**config.mk**
```make
export PLATFORM = sky130hd
export DESIGN_NAME = stopwatch_display
export DESIGN_NICKNAME = d
export VERILOG_FILES = /design/src/rtl/stopwatch_pkg.sv /design/src/rtl/seg7_decode.sv /design/src/rtl/stopwatch_display.sv
export SDC_FILE = /design/constraint.sdc
export NUM_CORES = 1
export LEC_CHECK = 0
export BUFFER_PORTS_ARGS = -buffer_cell sky130_fd_sc_hd__buf_4
export CAP_MARGIN = 10
export CELL_PAD_IN_SITES_DETAIL_PLACEMENT = 1
export CELL_PAD_IN_SITES_GLOBAL_PLACEMENT = 2
export CORE_MARGIN = 8
export CORE_UTILIZATION = 30
export DETAILED_ROUTE_END_ITERATION = 6
export PLACE_DENSITY_LB_ADDON = 0.2
export REMOVE_ABC_BUFFERS = 1
export SYNTH_ARGS = -nofsm -noshare
export SYNTH_HDL_FRONTEND = slang
export SYNTH_HIERARCHICAL = 1
export SYNTH_SLANG_ARGS = --single-unit
```
**constraint.sdc**
```tcl
create_clock -name clk -period 2.4 [get_ports clk]
set_input_delay 0.12 -clock clk [delete_from_list [all_inputs] [get_ports clk]]
set_output_delay 0.12 -clock clk [all_outputs]
set_load 0.005 [all_outputs]
```
**src/rtl/stopwatch_pkg.sv**
```systemverilog
// Shared types and constants for the stopwatch display datapath.
// Digit index 0 is centiseconds ones, index 5 is minutes tens.
package stopwatch_pkg;

   typedef enum logic [2:0] {
      IDLE    = 3'b100,
      RUNNING = 3'b001,
      CLEAR   = 3'b010
   } state_t;

   localparam int NUM_DIGITS = 6;

   localparam logic [7:0] SEG_DP = 8'h80;

   localparam logic [7:0] SEG_DIGIT [0:9] = '{
      8'h3F, 8'h06, 8'h5B, 8'h4F, 8'h66, 8'h6D, 8'h7D, 8'h07, 8'h7F, 8'h6F
   };

   // Rollover value of each BCD digit: cs_o, cs_t, s_o, s_t, m_o, m_t
   localparam logic [3:0] DIGIT_MAX [0:NUM_DIGITS-1] = '{
      4'd9, 4'd9, 4'd9, 4'd5, 4'd9, 4'd5
   };

   // Decimal point lit on minutes ones and seconds ones
   localparam logic [NUM_DIGITS-1:0] DP_MASK = 6'b010100;

endpackage

```
**src/rtl/seg7_decode.sv**
```systemverilog
// BCD digit to active-high seven-segment pattern (bit0=a .. bit6=g).
// Non-decimal codes blank the digit.
module seg7_decode
   import stopwatch_pkg::*;
(
   input  logic [3:0] bcd_i,
   output logic [6:0] seg_o
);

   always_comb begin
      seg_o = 7'h00;
      if (bcd_i <= 4'd9) seg_o = SEG_DIGIT[bcd_i][6:0];
   end

endmodule

```
**src/rtl/stopwatch_display.sv**
```systemverilog
// MM:SS.cc BCD stopwatch driven by the one-hot mode code, decoded onto ss5..ss0.
// Optional STOPWATCH_BLINK_EN flashes the paused, nonzero display at 1 Hz.
module stopwatch_display
   import stopwatch_pkg::*;
#(
   parameter int TICKS_PER_CS = 1
) (
   input  logic       clk,
   input  logic       rst,
   input  logic [2:0] mode,
   output logic [7:0] ss5,
   output logic [7:0] ss4,
   output logic [7:0] ss3,
   output logic [7:0] ss2,
   output logic [7:0] ss1,
   output logic [7:0] ss0,
   output logic       running,
   output logic       wrap
);

   localparam int PW = (TICKS_PER_CS > 1) ? $clog2(TICKS_PER_CS) : 1;
   localparam logic [PW-1:0] PRE_LAST = PW'(TICKS_PER_CS - 1);

   logic [PW-1:0]                  pre_q, pre_d;
   logic [NUM_DIGITS-1:0][3:0]     digit_q, digit_d;
   logic                           wrap_q, wrap_d;
   logic                           tick, carry, blank;
   logic [NUM_DIGITS-1:0][7:0]     seg;

   assign running = (mode == RUNNING);
   assign tick    = running && (pre_q == PRE_LAST);

   // Ripple carry across digits; a carry out of the top digit is the rollover
   always_comb begin
      digit_d = digit_q;
      pre_d   = pre_q;
      wrap_d  = 1'b0;
      carry   = tick;
      case (mode)
         RUNNING: begin
            pre_d = tick ? '0 : pre_q + 1'b1;
            for (int i = 0; i < NUM_DIGITS; i++) begin
               if (carry) begin
                  if (digit_q[i] == DIGIT_MAX[i]) begin
                     digit_d[i] = '0;
                  end else begin
                     digit_d[i] = digit_q[i] + 4'd1;
                     carry      = 1'b0;
                  end
               end
            end
            wrap_d = carry;
         end
         CLEAR: begin
            digit_d = '0;
            pre_d   = '0;
         end
         default: ;
      endcase
   end

   always_ff @(posedge clk or posedge rst) begin
      if (rst) begin
         pre_q   <= '0;
         digit_q <= '0;
         wrap_q  <= 1'b0;
      end else begin
         pre_q   <= pre_d;
         digit_q <= digit_d;
         wrap_q  <= wrap_d;
      end
   end

`ifdef STOPWATCH_BLINK_EN
   localparam int BLINK_PERIOD = 100 * TICKS_PER_CS;
   localparam int BW           = $clog2(BLINK_PERIOD + 1);

   logic [BW-1:0] blink_q, blink_d;
   logic          blink_act;

   assign blink_act = (mode == IDLE) && (digit_q != '0);

   always_comb begin
      blink_d = '0;
      if (blink_act && (blink_q != BW'(BLINK_PERIOD - 1))) blink_d = blink_q + 1'b1;
   end

   always_ff @(posedge clk or posedge rst) begin
      if (rst) blink_q <= '0;
      else     blink_q <= blink_d;
   end

   // Blank half of each period comes first
   assign blank = blink_act && (blink_q < BW'(50 * TICKS_PER_CS));
`else
   assign blank = 1'b0;
`endif

   for (genvar g = 0; g < NUM_DIGITS; g++) begin : g_dig
      logic [6:0] seg7;
      seg7_decode u_dec (
         .bcd_i (digit_q[g]),
         .seg_o (seg7)
      );
      assign seg[g] = blank ? 8'h00 : ((DP_MASK[g] ? SEG_DP : 8'h00) | {1'b0, seg7});
   end

   assign ss0  = seg[0];
   assign ss1  = seg[1];
   assign ss2  = seg[2];
   assign ss3  = seg[3];
   assign ss4  = seg[4];
   assign ss5  = seg[5];
   assign wrap = wrap_q;

endmodule

```
Word-level counts from Yosys, hierarchy flattened
Memories as Yosys holds them, arrays and structs flattened. Index checks and enable logic that the tools add are counted.

Flip-flop bits (word level): 26. Bits of input ports: 5. Memories kept: 6. Word-level logic and storage cells: 113. Bits in read-only memories: 768. Output and inout port bits: 50.

Memories: (no name shown) (words 16, bits a word 8, read ports 1, clocked after Yosys merged registers in 0, wr ports 0, RTL line seg7_decode.sv:12) `if (bcd_i <= 4'd9) seg_o = SEG_DIGIT[bcd_i][6:0];`; (no name shown) (words 16, bits a word 8, read ports 1, clocked after Yosys merged registers in 0, wr ports 0, RTL line seg7_decode.sv:12); (no name shown) (words 16, bits a word 8, read ports 1, clocked after Yosys merged registers in 0, wr ports 0, RTL line seg7_decode.sv:12); (no name shown) (words 16, bits a word 8, read ports 1, clocked after Yosys merged registers in 0, wr ports 0, RTL line seg7_decode.sv:12); (no name shown) (words 16, bits a word 8, read ports 1, clocked after Yosys merged registers in 0, wr ports 0, RTL line seg7_decode.sv:12); (no name shown) (words 16, bits a word 8, read ports 1, clocked after Yosys merged registers in 0, wr ports 0, RTL line seg7_decode.sv:12).

Reduce and logical (&&, ||, !) cells: 8. Mux-type cells: 51. Bitwise operators: 7. $add $sub $neg: 7. Equality and inequality tests: 14. $lt $le $gt $ge: 12.

Operators by type and width (number): $mux W7 (18); $mux W4 (12); $pmux W24 S2 (1); $ge A5 B5 Y1 const B (6); $not A4 Y5 (6); $add A4 B1 Y4 const B (6); $le A4 B4 Y1 const B (6); $mux W1 (19); $eq A4 B4 Y1 const B (4); $ne A2 B1 Y1 const B (6); $reduce_and A2 Y1 (6); $eq A4 B3 Y1 const B (2); $eq A3 B1 Y1 const B (1); $eq A3 B2 Y1 const B (1); $pmux W1 S2 (1); $reduce_bool A2 Y1 (1); $add A1 B1 Y1 const B (1); $logic_and A1 B1 Y1 (1); $not A1 Y1 (1).

Logic depth before layout (Yosys ltp)
Word-level depth: 14. Depth in mapped cells: 8. Gate-level depth less buffers: 6.

Cells and area by module
The synthesis kept the hierarchy.

By module, submodules not included: stopwatch_display (area an instance 1594.0 sq um, times used 1, sequential area each 650.6 sq um, cells an instance 175); seg7_decode at g_dig[0].u_dec ... (area an instance 232.7 sq um, times used 3, sequential area each 0.0 sq um, cells an instance 29); seg7_decode at g_dig[3].u_dec ... (area an instance 186.4 sq um, times used 3, sequential area each 0.0 sq um, cells an instance 27).

Worst setup path after synthesis
No wires, ideal clock.

Path type: reg2reg. Start point: reg digit_q[0] (netlist bit). End point: reg digit_q[21] (netlist bit). Setup time: 78 ps. Stages on the path, launching flop included: 8. Slack: 444 ps. Arrival: 1877 ps. Period minus slack after synthesis: 1956 ps. Path buffers: 2. Required time: 2322 ps. Cell sequence: dfrtp_1 ha_1 and3b_1 clkbuf_2 nand4_2 buf_6 or4_1 a21oi_1.

Word-level cells in the longest chain between the ends: 14.

RTL lines: from (decl) (RTL line stopwatch_display.sv:25) `logic [NUM_DIGITS-1:0][3:0] digit_q, digit_d;`; from (signal assigned) (RTL line stopwatch_display.sv:69) `digit_q <= digit_d;`; $eq A4 B4 Y1 (RTL line stopwatch_display.sv:44) `if (digit_q[i] == DIGIT_MAX[i]) begin`; $mux W1 (RTL line stopwatch_display.sv:44); $mux W1 (RTL line stopwatch_display.sv:43) `if (carry) begin`; $mux W1 (RTL line stopwatch_display.sv:39) `case (mode)`; $mux W1 (RTL line stopwatch_display.sv:43); $mux W1 (RTL line stopwatch_display.sv:39); $mux W1 (RTL line stopwatch_display.sv:43); $mux W1 (RTL line stopwatch_display.sv:39); $mux W1 (RTL line stopwatch_display.sv:43); $mux W1 (RTL line stopwatch_display.sv:39); $mux W1 (RTL line stopwatch_display.sv:43); $mux W1 (RTL line stopwatch_display.sv:39); $ne A2 B1 Y1 (no line); $reduce_and A2 Y1 (no line).

Every way passes these cells. The select of a mux whose other input is x is not followed. A chain may end at the register's enable or synchronous reset.

Worst setup path after layout
Start point: reg digit_q[0] (netlist bit). End point: out ss0[4].

Word-level cells in the longest chain between the ends: 5. Elaborated cells on any way between the ends: 6. Classes of those cells: order compare: 1; mux: 3; bitwise: 1; memory: 1.

RTL lines: $not A4 Y5 (implied by the code) (RTL line seg7_decode.sv:12); $mem_v2 Z16 W8; $mux W7 (implied by the code) (2 in series) (RTL line seg7_decode.sv:12); $mux W7 (*) (RTL line seg7_decode.sv:12); to (decl) (RTL line stopwatch_display.sv:16) `output logic [7:0] ss0,`.

Every way passes the cells marked *; elsewhere a longest branch is shown, timed or not. The select of a mux whose other input is x is not followed.

==> results.sh <==
export IMPL_min_path_type="in2reg"
export IMPL_synth_cell_type_count=43
export IMPL_grt_max_degree=27
export IMPL_skew_ns=0.003046
export IMPL_synth_area_um2=2851
export IMPL_ys_seq_area_frac=0.2282
export IMPL_ir_drop_mv=0.1316
export IMPL_timing_rr_end="digit_q[20]"
export IMPL_async_reset_ff_frac=1.000
export IMPL_antennaDiodeCount=0
export IMPL_power_leakage_nw=1.528
export IMPL_post_cts_resized=0
export IMPL_pwr_share_comb=0.233
export IMPL_fmax_ghz=0.4760
export IMPL_routed_wire_length_per_instance_um=13.97
export IMPL_final_core_util=0.3736
export IMPL_crit_path_end_kind="primary output"
export IMPL_finalNetCount=449
export IMPL_worstSetupStartpointType="flip-flop"
export IMPL_synth_seq_cells=26
export IMPL_worstRegToRegCells=6
export IMPL_grt_ovfl_total=0
export IMPL_finalNonFillerCells=528
export IMPL_clkSlewWorstSetupHoldPaths_ns=0.09
export IMPL_finalCritPeriodShare=0.8754
export IMPL_ys_flop_type="dfrtp_1"
export IMPL_wirelength_um=7374
export IMPL_io_buffers=48
export IMPL_htreeDepth=1
export IMPL_post_cts_buffers=0
export IMPL_cts_hold_buf=1
export IMPL_dieArea_um2=12880
export IMPL_cp_data_arrival_time_ns=1.98
export IMPL_grt_pass1_vias=2661
export IMPL_synth_warnings=6
export IMPL_start_util=0.3086
export IMPL_drt_iter0_drc=51
export IMPL_dieWidth_um=113.5
export IMPL_insertion_delay_ns=0.27
export IMPL_vias=2655
export IMPL_maxCapViolations=0
export IMPL_gp_congestion=0.7397
export IMPL_hold_violations=0
export IMPL_ctsRootBufferMaster="clkbuf_8"
export IMPL_powerDensity_nw_per_um2=265.3
export IMPL_cts_tree="done"
export IMPL_drive_gt1_frac=0.2180
export IMPL_relSlewSlack=0.5261
export IMPL_period_needed_ns=2.101
export IMPL_cts_buffers=3
export IMPL_p_switching_uw=256.4
export IMPL_dp_cells=524
export IMPL_first_pass_iters=3
export IMPL_rows=35
export IMPL_grt_pass1_wl_um=12590
export IMPL_rsz0062_at_grt="no"
export IMPL_setup_viol=0
export IMPL_dpl_hpwl_um=5597
export IMPL_grt_usage=0.1131
export IMPL_p_total_uw=915.7
export IMPL_synthCells=343
export IMPL_worstHoldStart="mode[2]"
export IMPL_fin_setup_tns_ns=0
export IMPL_clkSinkCount=26
export IMPL_crit_fanout=9
export IMPL_core_area_um2=9240
export IMPL_worst_slew_pin_slew_ns=0.7108
export IMPL_syn_avg_cell_area_um2=8.313
export IMPL_drc=0
export IMPL_syn_to_final_growth_pct=21.06
export IMPL_clockBufferDepth=2
export IMPL_power_frac_clock=0.277
export IMPL_antenna_found_initial=0
export IMPL_seqPwrFrac=0.491
export IMPL_synth_enable_flop_cells=0
export IMPL_boundaryPins=55
export IMPL_nFillCells=1118
export IMPL_die_h_um=113.5
export IMPL_reg2reg_slack_ns=0.31
export IMPL_viasPerCell=5.028
export IMPL_whs_path_depth=3
export IMPL_r2r_start="digit_q[5]"
export IMPL_crit_required_ns=2.28
export IMPL_timing_hold_ws_ns=0.2591
export IMPL_slew_violations=0
export IMPL_worstSetupPathType="reg2out"
export IMPL_ant_nets=0
export IMPL_holdPathEnd="pre_q"
export IMPL_internal_power_uw=659.3
export IMPL_status="complete, no violations"
export IMPL_netSwitchingFraction=0.2800
==> kinds of logic (layout without fill, tap and decap cells) <==
group | after synthesis | in the layout | synth area share
AOI/OAI and AO/OA | 88 | 88 | 0.2027
muxes | 3 | 3 | 0.01053
xor gates and xnor gates | 2 | 2 | 0.006144
other | 2 | 6 | 0.002634
DFF | 26 | 26 | 0.2282
and+or+nand+nor | 135 | 135 | 0.2826
adders and majority gates | 43 | 43 | 0.1887
buffers and inverters | 44 | 96 | 0.07854
==> stage by stage <==
stage / setup slack, ns / instance area (um^2)
3_5_place_dp: 0.2924 / 3401
6_report: 0.2990 / 3452
2_1_floorplan: 0.3748 / 2736
5_1_grt: 0.1034 / 3452
3_3_place_gp: 0.3403 / 3401
4_1_cts: 0.2542 / 3452
==> worst max-delay path, cell delays in order (launching register included) <==
cell,delay [ns]
dfrtp_1,0.36
buf_4,0.17
inv_1,0.09
ha_1,0.24
o21ai_0,0.49
o311ai_0,0.19
buf_4,0.17
==> registers in the layout, summed over array words and instances (netlist names) <==
name	count
digit_q	24
pre_q	1
wrap	1
==> synth_stat cells (3+ instances only) <==
master	number	area, um^2
and2_1	6	37.54
and2_4	3	26.28
o21a_1	6	45.04
and3b_1	5	43.79
nor2_1	26	97.59
ha_1	43	538.0
nand3_1	7	35.03
or4_1	8	60.06
o31ai_1	3	22.52
nor4_1	3	18.77
nor2b_1	5	31.28
or3b_4	3	33.78
o211ai_1	6	45.04
dfrtp_1	26	650.6
o22ai_1	6	37.54
a21o_2	3	26.28
or3_1	6	37.54
nor3b_1	7	52.55
a211oi_1	7	52.55
o311ai_0	3	26.28
inv_1	25	93.84
o221ai_1	3	26.28
nand2_1	24	90.09
clkbuf_1	4	15.01
buf_6	4	45.04
nor3_1	9	45.04
o21bai_4	3	56.30
o21ai_0	15	75.07
mux2i_1	3	30.03
nand2b_1	6	37.54
nand3b_1	9	67.56
buf_4	6	45.04
or3b_2	3	26.28
a21oi_1	33	165.2
buf_2	4	20.02
==> worst max-delay path by stage <==
stage / startpoint / endpoint / slack (ns)
2_1_floorplan: digit_q[0] / digit_q[15] / 0.37
3_3_place_gp: digit_q[5] / digit_q[15] / 0.34
3_5_place_dp: digit_q[5] / digit_q[18] / 0.29
4_1_cts: digit_q[4] / ss1[4] / 0.25
5_1_grt: digit_q[5] / digit_q[18] / 0.10
6_report: digit_q[0] / ss0[4] / 0.30
==> layout make-up <==
class                      instances  area, um^2  area share
tap                              129       161.4     0.04676
sequential                        26       650.6      0.1885
clock buffer                       3       41.29     0.01196
inverter                          25       93.84     0.02718
multi-input combinational        277        1992      0.5770
timing repair buffer              68       513.0      0.1486
==> layout by cell type (no fill, tap or decap), drive strengths merged, types with 8 or more instances in the layout <==
cell	Yosys	routed
a21oi	33	33
and2	9	9
buf	14	67
dfrtp	26	26
ha	43	43
inv	25	25
nand2	24	24
nand3b	9	9
nor2	26	26
nor3	9	9
o21ai	15	15
or4	8	8
==> layer usage <==
layer | global-route usage | part of all wire | up-vias
met1 | 0.1420 | 0.49 | 1301
li1 | - | - | 1319
met5 | 0 | 0 | -
met4 | 0.02398 | 0.0069 | 0
met3 | 0.01373 | 0.029 | 2
met2 | 0.2012 | 0.48 | 33
==> power groups by stage <==
stage          clock network, mW  registers, mW  logic [mW]
5_1_grt                    0.276          0.450       0.238
2_1_floorplan                  0          0.470       0.101
6_report                   0.253          0.449       0.213
3_3_place_gp                   0          0.457       0.209
4_1_cts                    0.268          0.449       0.216
3_5_place_dp                   0          0.458       0.214
Power figures use the tool's default switching activity.
